`src/rtl/zl_uart_pkg.sv`:
```
// Shared constants and FSM encoding for the zl_uart transmitter and receiver.
package zl_uart_pkg;

    typedef enum logic [1:0] {
        IDLE,
        START,
        DATA,
        STOP
    } tx_state_e;

    localparam int   FRAME_DATA_BITS = 8;
    localparam logic START_BIT       = 1'b0;
    localparam logic STOP_BIT        = 1'b1;

endpackage

```
`src/rtl/zl_uart_baud.sv`:
```
// Bit-time generator: one-cycle bit_done strobe every CLKS_PER_BIT cycles while enabled;
// restart realigns the count to a new frame.
module zl_uart_baud #(
    parameter int unsigned CLKS_PER_BIT = 1
) (
    input  logic clk,
    input  logic rst_n,
    input  logic enable,
    input  logic restart,
    output logic bit_done
);

    localparam logic [15:0] RELOAD = 16'(CLKS_PER_BIT - 1);

    logic [15:0] cnt;

    always_ff @(posedge clk or negedge rst_n) begin
        if (!rst_n) begin
            cnt <= 16'd0;
        end else if (restart) begin
            cnt <= RELOAD;
        end else if (!enable) begin
            cnt <= 16'd0;
        end else if (cnt == 16'd0) begin
            cnt <= RELOAD;
        end else begin
            cnt <= cnt - 16'd1;
        end
    end

    assign bit_done = enable && (cnt == 16'd0);

endmodule

```
`src/rtl/zl_uart_tx.sv`:
```
// UART transmitter: start bit, 8 data bits MSB first, STOP_BITS stop bits, with a
// one-byte holding buffer so consecutive frames run without an idle gap.
module zl_uart_tx
    import zl_uart_pkg::*;
#(
    parameter int unsigned CLKS_PER_BIT = 1,
    parameter int unsigned STOP_BITS    = 1
) (
    input  logic       clk,
    input  logic       rst_n,
    input  logic [7:0] tx_data,
    input  logic       tx_valid,
    output logic       tx_ready,
    output logic       tx,
    output logic       busy
);

    tx_state_e  state;
    tx_state_e  next_state;
    logic [7:0] shift_q;
    logic [7:0] buf_q;
    logic       buf_full;
    logic [2:0] bit_cnt;
    logic       ready_en;
    logic       bit_done;
    logic       accept;
    logic       avail;
    logic       last_data;
    logic       last_stop;
    logic       start_frame;

    zl_uart_baud #(
        .CLKS_PER_BIT(CLKS_PER_BIT)
    ) u_baud (
        .clk     (clk),
        .rst_n   (rst_n),
        .enable  (state != IDLE),
        .restart (start_frame),
        .bit_done(bit_done)
    );

    assign last_data   = (state == DATA) && bit_done && (bit_cnt == 3'(FRAME_DATA_BITS - 1));
    assign last_stop   = (state == STOP) && bit_done && (bit_cnt == 3'(STOP_BITS - 1));
    // The buffer may be refilled on the same edge that hands its byte to the shifter.
    assign tx_ready    = ready_en && (!buf_full || last_stop);
    assign accept      = tx_valid && tx_ready;
    assign avail       = buf_full || accept;
    assign start_frame = ((state == IDLE) || last_stop) && avail;
    assign busy        = !((state == IDLE) && !buf_full);

    always_ff @(posedge clk or negedge rst_n) begin
        if (!rst_n) begin
            state <= IDLE;
        end else begin
            state <= next_state;
        end
    end

    always_comb begin
        // NOTE: default assigned first so no branch leaves next_state unassigned (no latch).
        next_state = state;
        case (state)
            IDLE:    if (avail)     next_state = START;
            START:   if (bit_done)  next_state = DATA;
            DATA:    if (last_data) next_state = STOP;
            STOP:    if (last_stop) next_state = avail ? START : IDLE;
            default:                next_state = IDLE;
        endcase
    end

    always_ff @(posedge clk or negedge rst_n) begin
        if (!rst_n) begin
            // NOTE: buffer contents are reset as well, so an aborted byte can never resurface.
            shift_q  <= 8'd0;
            buf_q    <= 8'd0;
            buf_full <= 1'b0;
            bit_cnt  <= 3'd0;
            ready_en <= 1'b0;
            tx       <= STOP_BIT;
        end else begin
            // NOTE: non-blocking throughout so every flop samples pre-edge values.
            ready_en <= 1'b1;

            case (state)
                START:   tx <= START_BIT;
                DATA:    tx <= shift_q[7];
                default: tx <= STOP_BIT;
            endcase

            if (start_frame || last_data || last_stop) begin
                bit_cnt <= 3'd0;
            end else if (bit_done && ((state == DATA) || (state == STOP))) begin
                bit_cnt <= bit_cnt + 3'd1;
            end

            if (start_frame) begin
                shift_q <= buf_full ? buf_q : tx_data;
            end else if ((state == DATA) && bit_done) begin
                shift_q <= {shift_q[6:0], 1'b0};
            end

            // An empty buffer with a frame starting means the byte went straight to the shifter.
            if (start_frame && buf_full) begin
                buf_full <= accept;
                if (accept) buf_q <= tx_data;
            end else if (accept && !start_frame) begin
                buf_q    <= tx_data;
                buf_full <= 1'b1;
            end
        end
    end

endmodule
```
`config.mk`:
```
export PLATFORM = sky130hd
export DESIGN_NAME = zl_uart_tx
export DESIGN_NICKNAME = d
export VERILOG_FILES = /design/src/rtl/zl_uart_pkg.sv /design/src/rtl/zl_uart_baud.sv /design/src/rtl/zl_uart_tx.sv
export SDC_FILE = /design/constraint.sdc
export NUM_CORES = 1
export LEC_CHECK = 0
export ABC_AREA = 1
export CORE_AREA = 4 4 58 112
export CTS_BUF_LIST = sky130_fd_sc_hd__clkbuf_4 sky130_fd_sc_hd__clkbuf_8
export DETAILED_ROUTE_END_ITERATION = 8
export DIE_AREA = 0 0 62 116
export PLACE_DENSITY = 0.64
export SYNTH_ARGS = -nofsm -noshare
export SYNTH_HDL_FRONTEND = slang
export SYNTH_SLANG_ARGS = --single-unit
export TNS_END_PERCENT = 5
```
`constraint.sdc`:
```
create_clock -name clk -period 2 [get_ports clk]
set_input_delay 0.5 -clock clk [delete_from_list [all_inputs] [get_ports clk]]
set_output_delay 0.5 -clock clk [all_outputs]
set_load 0.02 [all_outputs]
```
==> metrics, run 1 <==
CP max stage cell dfrtp_1; DR pass1 iterations 4; Post-Syn Area per Cell 8.22 um^2; Worst VDD drop 0.000844 V; Hold WC Path Type primary input to async pin; die width 62 um; data required time at the worst endpoint 1500 ps; die height 116 um; CTS buffer count 5; Power Internal 0.00205 W; largest net degree at the start of global routing 41; gr usage total 0.168; placed inst area 2750 um^2; crit path max fanout 2; vias in the first global route 2103; Comb pwr share 0.481; antenna viol nets, final 0; Worst-path clk slew 80 ps; CTS HTree Levels 2; total power 0.00334 W; Synth Area in XOR/XNOR 0.0437; CP Cell Sequence inv_2, ha_4, nand2_1, nor2_1, nand2_1, nor2_2, nand3_2, a21oi_4, buf_6; synthesis-to-layout area growth 32.2%; fin nets 359; Mapped Cells 268; GPL Wtd Cong 0.816; Post-Syn Nets 288; worst stage delay on the critical path 400 ps; LEAKAGE 1.64 nW; Vias/cell 5.05; Post-Syn Area 2200 um^2; power per cell area 1150 nW/um^2; outcome finished, violations left; Psw 0.00130 W; highest clock rate 0.453 GHz; number of diodes 0; Post-synth EDFFs 0; placed insts 388; post-synthesis compound-gate area fraction 0.0392; Overflow after GRT 0; I/O pin total 14; Final Cell Area 2910 um^2; Hold Vio Cnt, Final 0; global-route wire length before repair 8920 um; post-synthesis mux area share 0.00454; top-area cell type share of the netlist area 0.443; fillcell total 547; final clock skew 3.92 ps; crit start category register; register bit total from synthesis 40; vias 2024; Post-Layout Cell Count 401; Post-synth ARST share 1.00; Core Util, Final 0.510; Setup violations, final 1; core footprint 5710 um^2; Critical Path AT 1710 ps; # clock sinks 40; # DRC 0; most common cell in the synthesized netlist nand2_1; Adder-Cell Fraction of Synth Area 0.0511; largest family of logic cells by synthesized area simple AND/OR/NAND/NOR gates; ranking of synthesized cells by area dfrtp_1, nand2_1, nand3_1; kind of critical path register to output port; HPWL Detailed 3920 um; relative slew slack 0.647; leading area contributor after synthesis dfrtp_1; Buf+Inv Stages, Crit Path 2; RSZ-0062 raised after global routing true; YS warnings 0; CTS tree built; starting density of the core 0.386; CP Launch Point u_baud.cnt[1]; Clock power frac 0.179; CP endpoint kind output port; Seq pwr share 0.340; Seq/Total Area, Yosys 0.455; clk_lat worst skew 300 ps; number of placement rows 39; synth unique cells 33; initial antenna violation count 0; CP delay by family, top simple AND/OR/NAND/NOR gates; # Max-Cap Violations 0; root buf cell clkbuf_8; Final Cycle Share 1.10; worst slew pin tran 529 ps; Final Max Slew Viols 0; worst setup margin -205 ps; fraction of layout cells with a size suffix above 1 0.265; WL/cell 12.7 um; ys flop type dfrtp_1; Routed WL 5110 um; DR iter-0 viols 50; Final min period 2210 ps; cell mode on critical path nand2_1; switching part of the total 0.388; Max clock buf depth 2; die area 7190 um^2; failing checks setup timing; most frequent cells after synthesis nand2_1, dfrtp_1, nand3_1; port buffer count 13; Simple-Gate Fraction of Synth Area 0.353; Worst R2R Setup Slack 140 ps; Reg-to-Reg Start u_baud.cnt[1]
==> placed cells by master, fill, tap and decap left out, types with 3 or more instances in the layout <==
cell type        count
ha_1                 8
nor2_2               9
nand2_1             72
clkbuf_8             6
nor2_1              26
o21ai_0              4
nor3_1               3
clkdlybuf4s50_1     10
a21oi_1              3
buf_4               56
inv_1               17
nand3_1             31
nand4_1             16
xor2_1               5
xnor2_1              6
dfrtp_1             39
==> registers in the layout, summed over array words and instances, names as in the netlist <==
| register | cells |
|---|---|
| u_baud.cnt | 16 |
| buf_q | 8 |
| shift_q | 8 |
| bit_cnt | 3 |
| state | 2 |
| buf_full | 1 |
| ready_en | 1 |
| tx | 1 |
==> what timing repair did <==
item / CTS / global route
setup endpoints to repair: 2 / 19
setup buffers: 3 / 2
hold buffers: 0 / 0
pin swaps: 7 / 2
gates resized for setup: 13 / 6
==> power by group through the flow <==
stage | registers, W | clock network, W | logic, W
finish | 0.00114 | 0.000597 | 0.00161
global placement | 0.00115 | 0 | 0.00158
floorplan | 0.00115 | 0 | 0.000950
detailed placement | 0.00115 | 0 | 0.00160
global route | 0.00117 | 0.000653 | 0.00182
CTS | 0.00114 | 0.000619 | 0.00162
==> kinds of logic (layout without fill, tap and decap cells) <==
logic type,Yosys count,after routing
buffers and inverters,25,97
and+or+nand+nor,168,168
xor gates and xnor gates,11,11
muxes,1,1
AOI/OAI and AO/OA,13,13
other,1,1
adders and majority gates,9,9
DFF,40,40
==> final timing paths <==
path | endpoint | cells after the start
max in group asynchronous | tx | 2
worst min-delay path | u_baud.cnt[14] | 2
worst min register to register | buf_q[6] | 2
worst max-delay path | tx_ready | 9
worst max register to register | shift_q[3] | 13
min in group clk | buf_q[6] | 2
==> per-stage QoR <==
| step | hold slack [ps] | setup WS (ps) | setup TNS, ps |
|---|---|---|---|
| detailed placement | 460 | -394 | -394 |
| global route | 282 | -289 | -289 |
| floorplan | 204 | 125 | 0 |
| global placement | 455 | -323 | -323 |
| CTS | 267 | -252 | -252 |
| finish | 246 | -205 | -205 |
==> area by class of cell <==
type                            instances  area [um^2]  area share
Multi-Input combinational cell        203         1120       0.384
Sequential cell                        40         1000       0.344
Timing Repair Buffer                   69          542       0.186
Clock buffer                            8         97.6      0.0335
Tap cell                               61         76.3      0.0262
Inverter                               20         75.1      0.0258
==> routing by layer <==
layer | vias up | part of all wire | global-route usage
li1 | 1020 | - | -
met1 | 962 | 0.35 | 0.159
met2 | 27 | 0.59 | 0.314
met3 | 15 | 0.025 | 0.0312
met4 | 0 | 0.034 | 0.0935
met5 | - | 0 | 0
No activity file was read; power rests on OpenSTA's default activity.
==> run 2: changes to the inputs <==
- CAP_MARGIN: default -> 30
- CORE_AREA: 4 4 58 112 -> 2 2 64 127
- DIE_AREA: 0 0 62 116 -> 0 0 66 129
- PLACE_DENSITY: 0.64 -> 0.53
==> run 2 against run 1 <==
- the run still ends with setup timing left
- register-to-register slack worse by 20 ps
- die area up 18%
- non-clock buffer count down 2
- fmax about the same
- flip-flop and latch count unchanged
- sequential power about the same
- combinational power down 4%
- critical endpoint unchanged
- highest routed layer unchanged
==> metrics, run 2 (same netlist as run 1, synthesis figures left out) <==
CTS HTree Levels 2 (unchanged); largest net degree at the start of global routing 16 (was 41); number of placement rows 45 (was 39); core footprint 7540 um^2 (was 5710 um^2); # Max-Cap Violations 0 (unchanged); synthesis-to-layout area growth 33.7% (was 32.2%); Worst R2R Setup Slack 120 ps (was 140 ps); kind of critical path register to output port (unchanged); Max clock buf depth 2 (unchanged); Final Cycle Share 1.10 (about the same); I/O pin total 14 (unchanged); # clock sinks 40 (unchanged); R2R depth 11 (was 13); vias in the first global route 2078 (was 2103); Final min period 2210 ps (about the same); placed insts 419 (was 388); largest register by flop count u_baud.cnt (unchanged); Critical Path AT 1710 ps (about the same); Final Max Slew Viols 0 (unchanged); crit path max fanout 2 (unchanged); clk_lat worst skew 300 ps (about the same); met3 wire length 81 um (was 130 um); antenna viol nets, final 0 (unchanged); starting density of the core 0.292 (was 0.386); root buf cell clkbuf_8 (unchanged); number of diodes 0 (unchanged); RSZ-0062 raised after global routing true (unchanged); metal2 WL 3230 um (was 3010 um); Vias/cell 4.56 (was 5.05); # DRC 0 (unchanged); fraction of layout cells with a size suffix above 1 0.267 (was 0.265); Worst VDD drop 0.000641 V (was 0.000844 V); crit start category register (unchanged); CTS buffer count 5 (unchanged); Top Registers u_baud.cnt x16, buf_q x8, shift_q x8 (unchanged); Reg-to-Reg Start u_baud.cnt[10] (was u_baud.cnt[1]); highest clock rate 0.453 GHz (about the same); Top Layer Used met4 (unchanged); port buffer count 13 (unchanged); die height 129 um (was 116 um); CTS Hold Bufs 0 (unchanged); M1 wire length 1780 um (was 1790 um); die width 66 um (was 62 um); DR pass1 iterations 4 (unchanged); die area 8510 um^2 (was 7190 um^2); gr usage total 0.141 (was 0.168); Post-Layout Cell Count 431 (was 401); HPWL Detailed 4210 um (was 3920 um); Routed WL 5220 um (was 5110 um); fin nets 357 (was 359); LEAKAGE 1.63 nW (was 1.64 nW); vias 1966 (was 2024); Overflow after GRT 0 (unchanged); CTS tree built (unchanged); reg-to-reg endpoint buf_full (was shift_q[3]); data required time at the worst endpoint 1500 ps (about the same); Setup violations, final 1 (unchanged); Hold WC Path Type primary input to async pin (unchanged); most frequent cells in the layout nand2_1, buf_4, dfrtp_1 (unchanged); final clock skew 5.13 ps (was 3.92 ps); CP endpoint kind output port (unchanged); Hold Vio Cnt, Final 0 (unchanged); Worst-path clk slew 80 ps (about the same); power per cell area 1090 nW/um^2 (was 1150 nW/um^2); global-route wire length before repair 9170 um (was 8920 um); initial antenna violation count 0 (unchanged); commonest non-fill, non-tap cell in the layout nand2_1 (unchanged); total power 0.00322 W (was 0.00334 W); max reg flops 16 (unchanged); worst setup margin -207 ps (was -205 ps); outcome finished, violations left (unchanged); GPL Wtd Cong 0.805 (was 0.816); WL/cell 12.1 um (was 12.7 um); failing checks setup timing (unchanged); DR iter-0 viols 46 (was 50)
## run 2: changes by cell type in the layout (fill, tap and decap cells not counted), sizes merged
cell    before  now
buf         58   56
clkbuf       9    7
clkinv       1    2
## run 2: layout make-up
class,instances,area [um^2]
fillers,808,4600
inverters,20,75.1
clock buffers,6,76.3
well taps,94,118
multi-input cells,203,1140
clock inverters,1,5.00
flip-flops and latches,40,1000
repair buffers,67,527
## run 2: critical path, cell delays in order (launching register included)
cell     delay, ps
dfrtp_1        390
nor2_2         140
nand2_1         90
nor2_2         110
nand2_1         80
nor2_2         140
nand3_2        110
a21oi_4        200
buf_6          140
## run 2: how the worst max path moves through the flow
stage / from / to / slack (ps) / cells after the start
CTS: u_baud.cnt[0] / tx_ready / -250 / 9
global route: u_baud.cnt[10] / tx_ready / -310 / 8
finish: u_baud.cnt[10] / tx_ready / -210 / 8
detailed placement: u_baud.cnt[11] / tx_ready / -380 / 8
floorplan: u_baud.cnt[0] / tx_ready / 120 / 8
global placement: u_baud.cnt[11] / tx_ready / -370 / 8
## run 2: per-stage QoR
| step | util | cell area, um^2 | hold slack (ps) | worst slack, ps | setup TNS (ps) |
|---|---|---|---|---|---|
| finish | 0.391 | 2950 | 106 | -207 | -207 |
| CTS | 0.378 | 2860 | 109 | -250 | -250 |
| global placement | 0.368 | 2780 | 436 | -371 | -371 |
| global route | 0.391 | 2950 | 127 | -309 | -309 |
| detailed placement | 0.368 | 2780 | 438 | -378 | -378 |
| floorplan | - | 2200 | 204 | 125 | 0 |
## run 2: repair_timing
| action | in CTS | in global routing |
|---|---|---|
| setup endpoints to repair | 2 | 26 |
| endpoints found under the hold margin | 0 | 0 |
| gates resized for setup | 7 | 17 |
| buffers inserted | 0 | 5 |
| pin swaps | 0 | 7 |
## run 2: layer usage
layer / track usage / up-vias
met5: 0 / -
met4: 0.0696 / 0
met3: 0.0210 / 6
met2: 0.288 / 18
met1: 0.126 / 927
li1: - / 1015
## run 2: where the power goes
group	switching [W]	internal [W]	total (W)
sequential	0.000110	0.00103	0.00114
clock	0.000277	0.000251	0.000528
combinational	0.000896	0.000654	0.00155
total	0.00128	0.00193	0.00322
==> patch 1, RTL diff (settings of run 2) <==
Register the output `tx` once more, cleared by the reset; this adds one clock of latency there. The other outputs are not delayed to match.
--- a/src/rtl/zl_uart_tx.sv
+++ b/src/rtl/zl_uart_tx.sv
@@ -14,6 +14,8 @@
     output logic       tx,
     output logic       busy
 );
+
+    logic tx_s0;
 
     tx_state_e  state;
     tx_state_e  next_state;
@@ -76,15 +78,15 @@
             buf_full <= 1'b0;
             bit_cnt  <= 3'd0;
             ready_en <= 1'b0;
-            tx       <= STOP_BIT;
+            tx_s0    <= STOP_BIT;
         end else begin
             // NOTE: non-blocking throughout so every flop samples pre-edge values.
             ready_en <= 1'b1;
 
             case (state)
-                START:   tx <= START_BIT;
-                DATA:    tx <= shift_q[7];
-                default: tx <= STOP_BIT;
+                START:   tx_s0 <= START_BIT;
+                DATA:    tx_s0 <= shift_q[7];
+                default: tx_s0 <= STOP_BIT;
             endcase
 
             if (start_frame || last_data || last_stop) begin
@@ -110,4 +112,12 @@
         end
     end
 
+    always_ff @(posedge clk or negedge rst_n) begin
+        if (!rst_n) begin
+            tx <= '0;
+        end else begin
+            tx <= tx_s0;
+        end
+    end
+
 endmodule
Check against the original RTL: not equivalent (Yosys sat finds a counterexample within 4 cycles, from zero or initial values and one cycle with rst_n low).
==> patch 1 against run 2 <==
  * The run still ends with setup timing left
  * Sequential cell count grew 1
  * Power grew 6.4%
  * Critical path type unchanged
  * Largest power group unchanged
  * Routed wire length grew 3.8%
  * Worst setup slack gained 37 ps
  * Register-to-register slack lost 290 ps
  * Design area grew 2.6%
  * Synthesized area grew 1.1%
==> patch 1: results <==
group,metric,value,unit
global_routing,track_usage,0.1456,
routing,drtIter0Drc,56,
routing,routedWlPerCell,12.33,um
global_routing,grt_util_met1,0.1367,
synthesis,synth-seq-area-share,0.4610,
pwr,vdd_drop_max,0.7245,mV
placement,pre_cts_ws,-370.1,ps
global_routing,grt_max_degree,25,
cells_and_area,multi_input_area,0.001130,mm2
timing,setup_ws,-170.3,ps
global_routing,use_met2,0.2906,
pwr,p_leak,1.670,nW
routing,wl_met2,3.332,mm
cells_and_area,drive_above_1_share,0.2754,
routing,finalWirelength,5.412,mm
global_routing,grt_first_pass_wirelength,9.439,mm
routing,vias,2021,
placement,place_congestion,0.7787,
synthesis,synth.avg_cell_area,8.284,um2
outcome,outcome,"complete, but fails checks",
global_routing,grt_pass1_vias,2135,
synthesis,yosys-top-cells-area,"dfrtp_1 45%, nand2_1 12%, nand3_1 7.2%",
timing,setup_violations,4,
routing,wl_met3,107,um
placement,dp_hpwl,4.162,mm
outcome,violations,"setup timing",
worst_setup_path,arrival,1670,ps
## patch 1: metrics by stage
step | power, mW | setup TNS, ps
global route | 3.701 | -1005
floorplan | 2.135 | 0
CTS | 3.446 | -313.1
detailed placement | 2.750 | -371.0
global placement | 2.730 | -372.9
finish | 3.425 | -655.0
## patch 1: cell families after synthesis
logic type,after synthesis,share of synthesized area
AOI/OAI and AO/OA,13,0.03874
xor gates and xnor gates,11,0.04323
other,1,0.001683
muxes,1,0.004492
DFF,41,0.4610
adders and majority gates,9,0.05053
and+or+nand+nor,168,0.3492
buffers and inverters,25,0.05109
## patch 1: critical path, stage by stage (launching register included)
cell and delay [ps]:
dfrtp_1 400, inv_2 80, ha_4 120, nand2_1 50, nor2_1 90, nand2_1 80, nor2_2 110, nand3_2 110
a21oi_4 180, buf_6 140
## patch 1: final timing paths
kind	slack [ps]	cells past startpoint	to	start
setup / recovery	-170	9	tx_ready	u_baud.cnt[1]
hold / removal	140	1	bit_cnt[2]	rst_n
setup reg to reg	-170	17	bit_cnt[0]	u_baud.cnt[1]
hold reg to reg	390	0	tx	tx_s0
max in group asynchronous	1370	2	shift_q[7]	rst_n
min in group clk	390	0	tx	tx_s0
## patch 1: cell type report
cell class | count | share of cell area
inverter | 20 | 0.02483
tap | 94 | 0.03891
clock buffer | 7 | 0.02773
timing repair buffer | 73 | 0.1933
clock inverter | 1 | 0.001656
multi-input combinational | 203 | 0.3738
sequential | 41 | 0.3398
## patch 1: repair_timing
action / CTS / global route
pin swaps: 8 / 4
resized for setup: 12 / 9
setup buffers: 8 / 3
endpoints found under the setup margin: 3 / 25
## patch 1: where the power goes
group          internal [mW]  total (mW)  leakage [nW]  switching, mW
sequential              1.06        1.17         0.535          0.114
clock                  0.273       0.569        0.0491          0.296
combinational          0.759        1.68          1.09          0.924
==> patch 2, RTL diff (settings of run 2) <==
Without the edit above. The 4 states of `tx_state_e` get a one-hot encoding in 4 bits.
--- a/src/rtl/zl_uart_pkg.sv
+++ b/src/rtl/zl_uart_pkg.sv
@@ -1,11 +1,11 @@
 // Shared constants and FSM encoding for the zl_uart transmitter and receiver.
 package zl_uart_pkg;
 
-    typedef enum logic [1:0] {
-        IDLE,
-        START,
-        DATA,
-        STOP
+    typedef enum logic [3:0] {
+        IDLE  = 4'b0001,
+        START = 4'b0010,
+        DATA  = 4'b0100,
+        STOP  = 4'b1000
     } tx_state_e;
 
     localparam int   FRAME_DATA_BITS = 8;
Function: no difference found for any inputs over 10 cycles, from zero or initial values and one cycle with rst_n low; not proved beyond that.
==> patch 2 against run 2 <==
  * The flow still finishes with violations (setup timing)
  * Worst setup slack improved by 95 ps
  * Design area decreased by 0.55%
  * Synthesized area increased by 3.1%
  * Sequential share of layout area increased by 1.9 points
  * Sequential cell count increased by 2
  * Routed wire length decreased by 1.6%
  * Power decreased by 4.4%
  * Synthesized cell count increased by 1.5%
==> patch 2: results <==
group,metric,value,unit
synthesis,yosys-top-cells-area,"dfrtp_1 44%, nand2_1 11%, inv_1 5.1%",
worst_setup_path,arrival,1610,ps
timing,setup_violations,1,
placement,dp_hpwl,3.933,mm
timing,setup_ws,-111.7,ps
cells_and_area,drive_above_1_share,0.2813,
synthesis,ys_types,32,
global_routing,grt_max_degree,23,
synthesis,synthXorXnorAreaFrac,0.02698,
global_routing,grt_pass1_vias,2009,
synthesis,synth_mux_area_frac,0.02643,
pwr,vdd_drop_max,0.6716,mV
cells_and_area,final_cells,421,
synthesis,synth_ff_type,"dfrtp_1",
cells_and_area,area_growth,28.96,%
synthesis,synth-seq-area-share,0.4637,
timing,skew,4.183,ps
synthesis,synthAdderAreaFrac,0.02753,
placement,place_congestion,0.7706,
synthesis,yosys-top-cells-count,"66 x nand2_1, 40 x dfrtp_1, 31 x inv_1, 28 x nor2_1, 16 x a21oi_1",
routing,vias_per_cell,4.461,
routing,wl_met2,2.911,mm
placement,dp_cells,409,
cells_and_area,layout.nets,342,
placement,pre_cts_ws,-325.0,ps
worst_setup_path,critical_path.top_delay_family,"flip-flops",
routing,drt-met1-wl,1.981,mm
synthesis,synth_warnings,0,
global_routing,track_usage,0.1380,
routing,wl_met3,120,um
global_routing,grt_first_pass_wirelength,8.976,mm
outcome,violations,"setup timing",
timing,final.setup.tns,-111.7,ps
routing,drtIter0Drc,62,
synthesis,synth.avg_cell_area,8.354,um2
outcome,outcome,"complete, but fails checks",
routing,finalWirelength,5.133,mm
pwr,p_leak,1.578,nW
pwr,p_int,1.856,mW
cells_and_area,fill_cells,802,
cells_and_area,top_regs,"u_baud.cnt: 16 flops, buf_q: 8 flops, shift_q: 8 flops",
placement,placed_area,0.002758,mm2
synthesis,synth_compound_area_frac,0.06663,
worst_setup_path,cp_max_fo,2,
[patch 2: worst register-to-register path, delay by kind of cell (launching register included)]
kind,cells,cell delay [ps]
simple gates,6,690
buf+inv,3,230
compound gates,2,290
fa+ha+maj,1,140
flops,1,390
[patch 2: logic make-up after synthesis]
logic type | Yosys count
AO/OA/AOI/OAI | 25
XOR/XNOR | 7
adder cells (fa/ha/maj) | 5
buffers and inverters | 35
flip-flops | 42
multiplexers | 6
other | 1
AND/OR/NAND/NOR | 151
[patch 2: power by group through the flow]
| stage | Sequential [mW] | Combinational [mW] | Clock [mW] |
|---|---|---|---|
| 2_1_floorplan | 1.20 | 0.830 | 0 |
| 3_3_place_gp | 1.21 | 1.25 | 0 |
| 3_5_place_dp | 1.22 | 1.27 | 0 |
| 4_1_cts | 1.21 | 1.28 | 0.611 |
| 5_1_grt | 1.23 | 1.44 | 0.646 |
| 6_report | 1.21 | 1.29 | 0.579 |
[patch 2: path summary, 6_finish.rpt]
| check | depth (start not counted) | endpoint | from | slack (ps) |
|---|---|---|---|---|
| max in group asynchronous | 2 | state[0] | rst_n | 1250 |
| min in group clk | 1 | u_baud.cnt[0] | u_baud.cnt[0] | 450 |
| setup reg to reg | 12 | buf_full | u_baud.cnt[0] | 130 |
| hold / removal | 1 | shift_q[6] | rst_n | 160 |
| setup / recovery | 9 | tx_ready | u_baud.cnt[0] | -110 |
| hold reg to reg | 1 | u_baud.cnt[0] | u_baud.cnt[0] | 450 |
[patch 2: final cells by class]
class,count,area share
Clock buffer,5,0.02348
Clock inverter,3,0.007259
Inverter,31,0.03971
Multi-Input combinational cell,195,0.3868
Sequential cell,42,0.3595
Tap cell,94,0.04014
Timing Repair Buffer,51,0.1430
[patch 2: metal layers]
| layer | vias up | GRT usage |
|---|---|---|
| met2 | 20 | 0.2656 |
| li1 | 982 | - |
| met4 | 0 | 0.05282 |
| met3 | 8 | 0.03234 |
| met5 | - | 0 |
| met1 | 868 | 0.1375 |
[patch 2: what timing repair did]
item	in CTS	in global routing
setup buffers	3	1
pin swaps	3	7
gates cloned	0	0
endpoints found under the setup margin	2	21
resized for setup	20	8
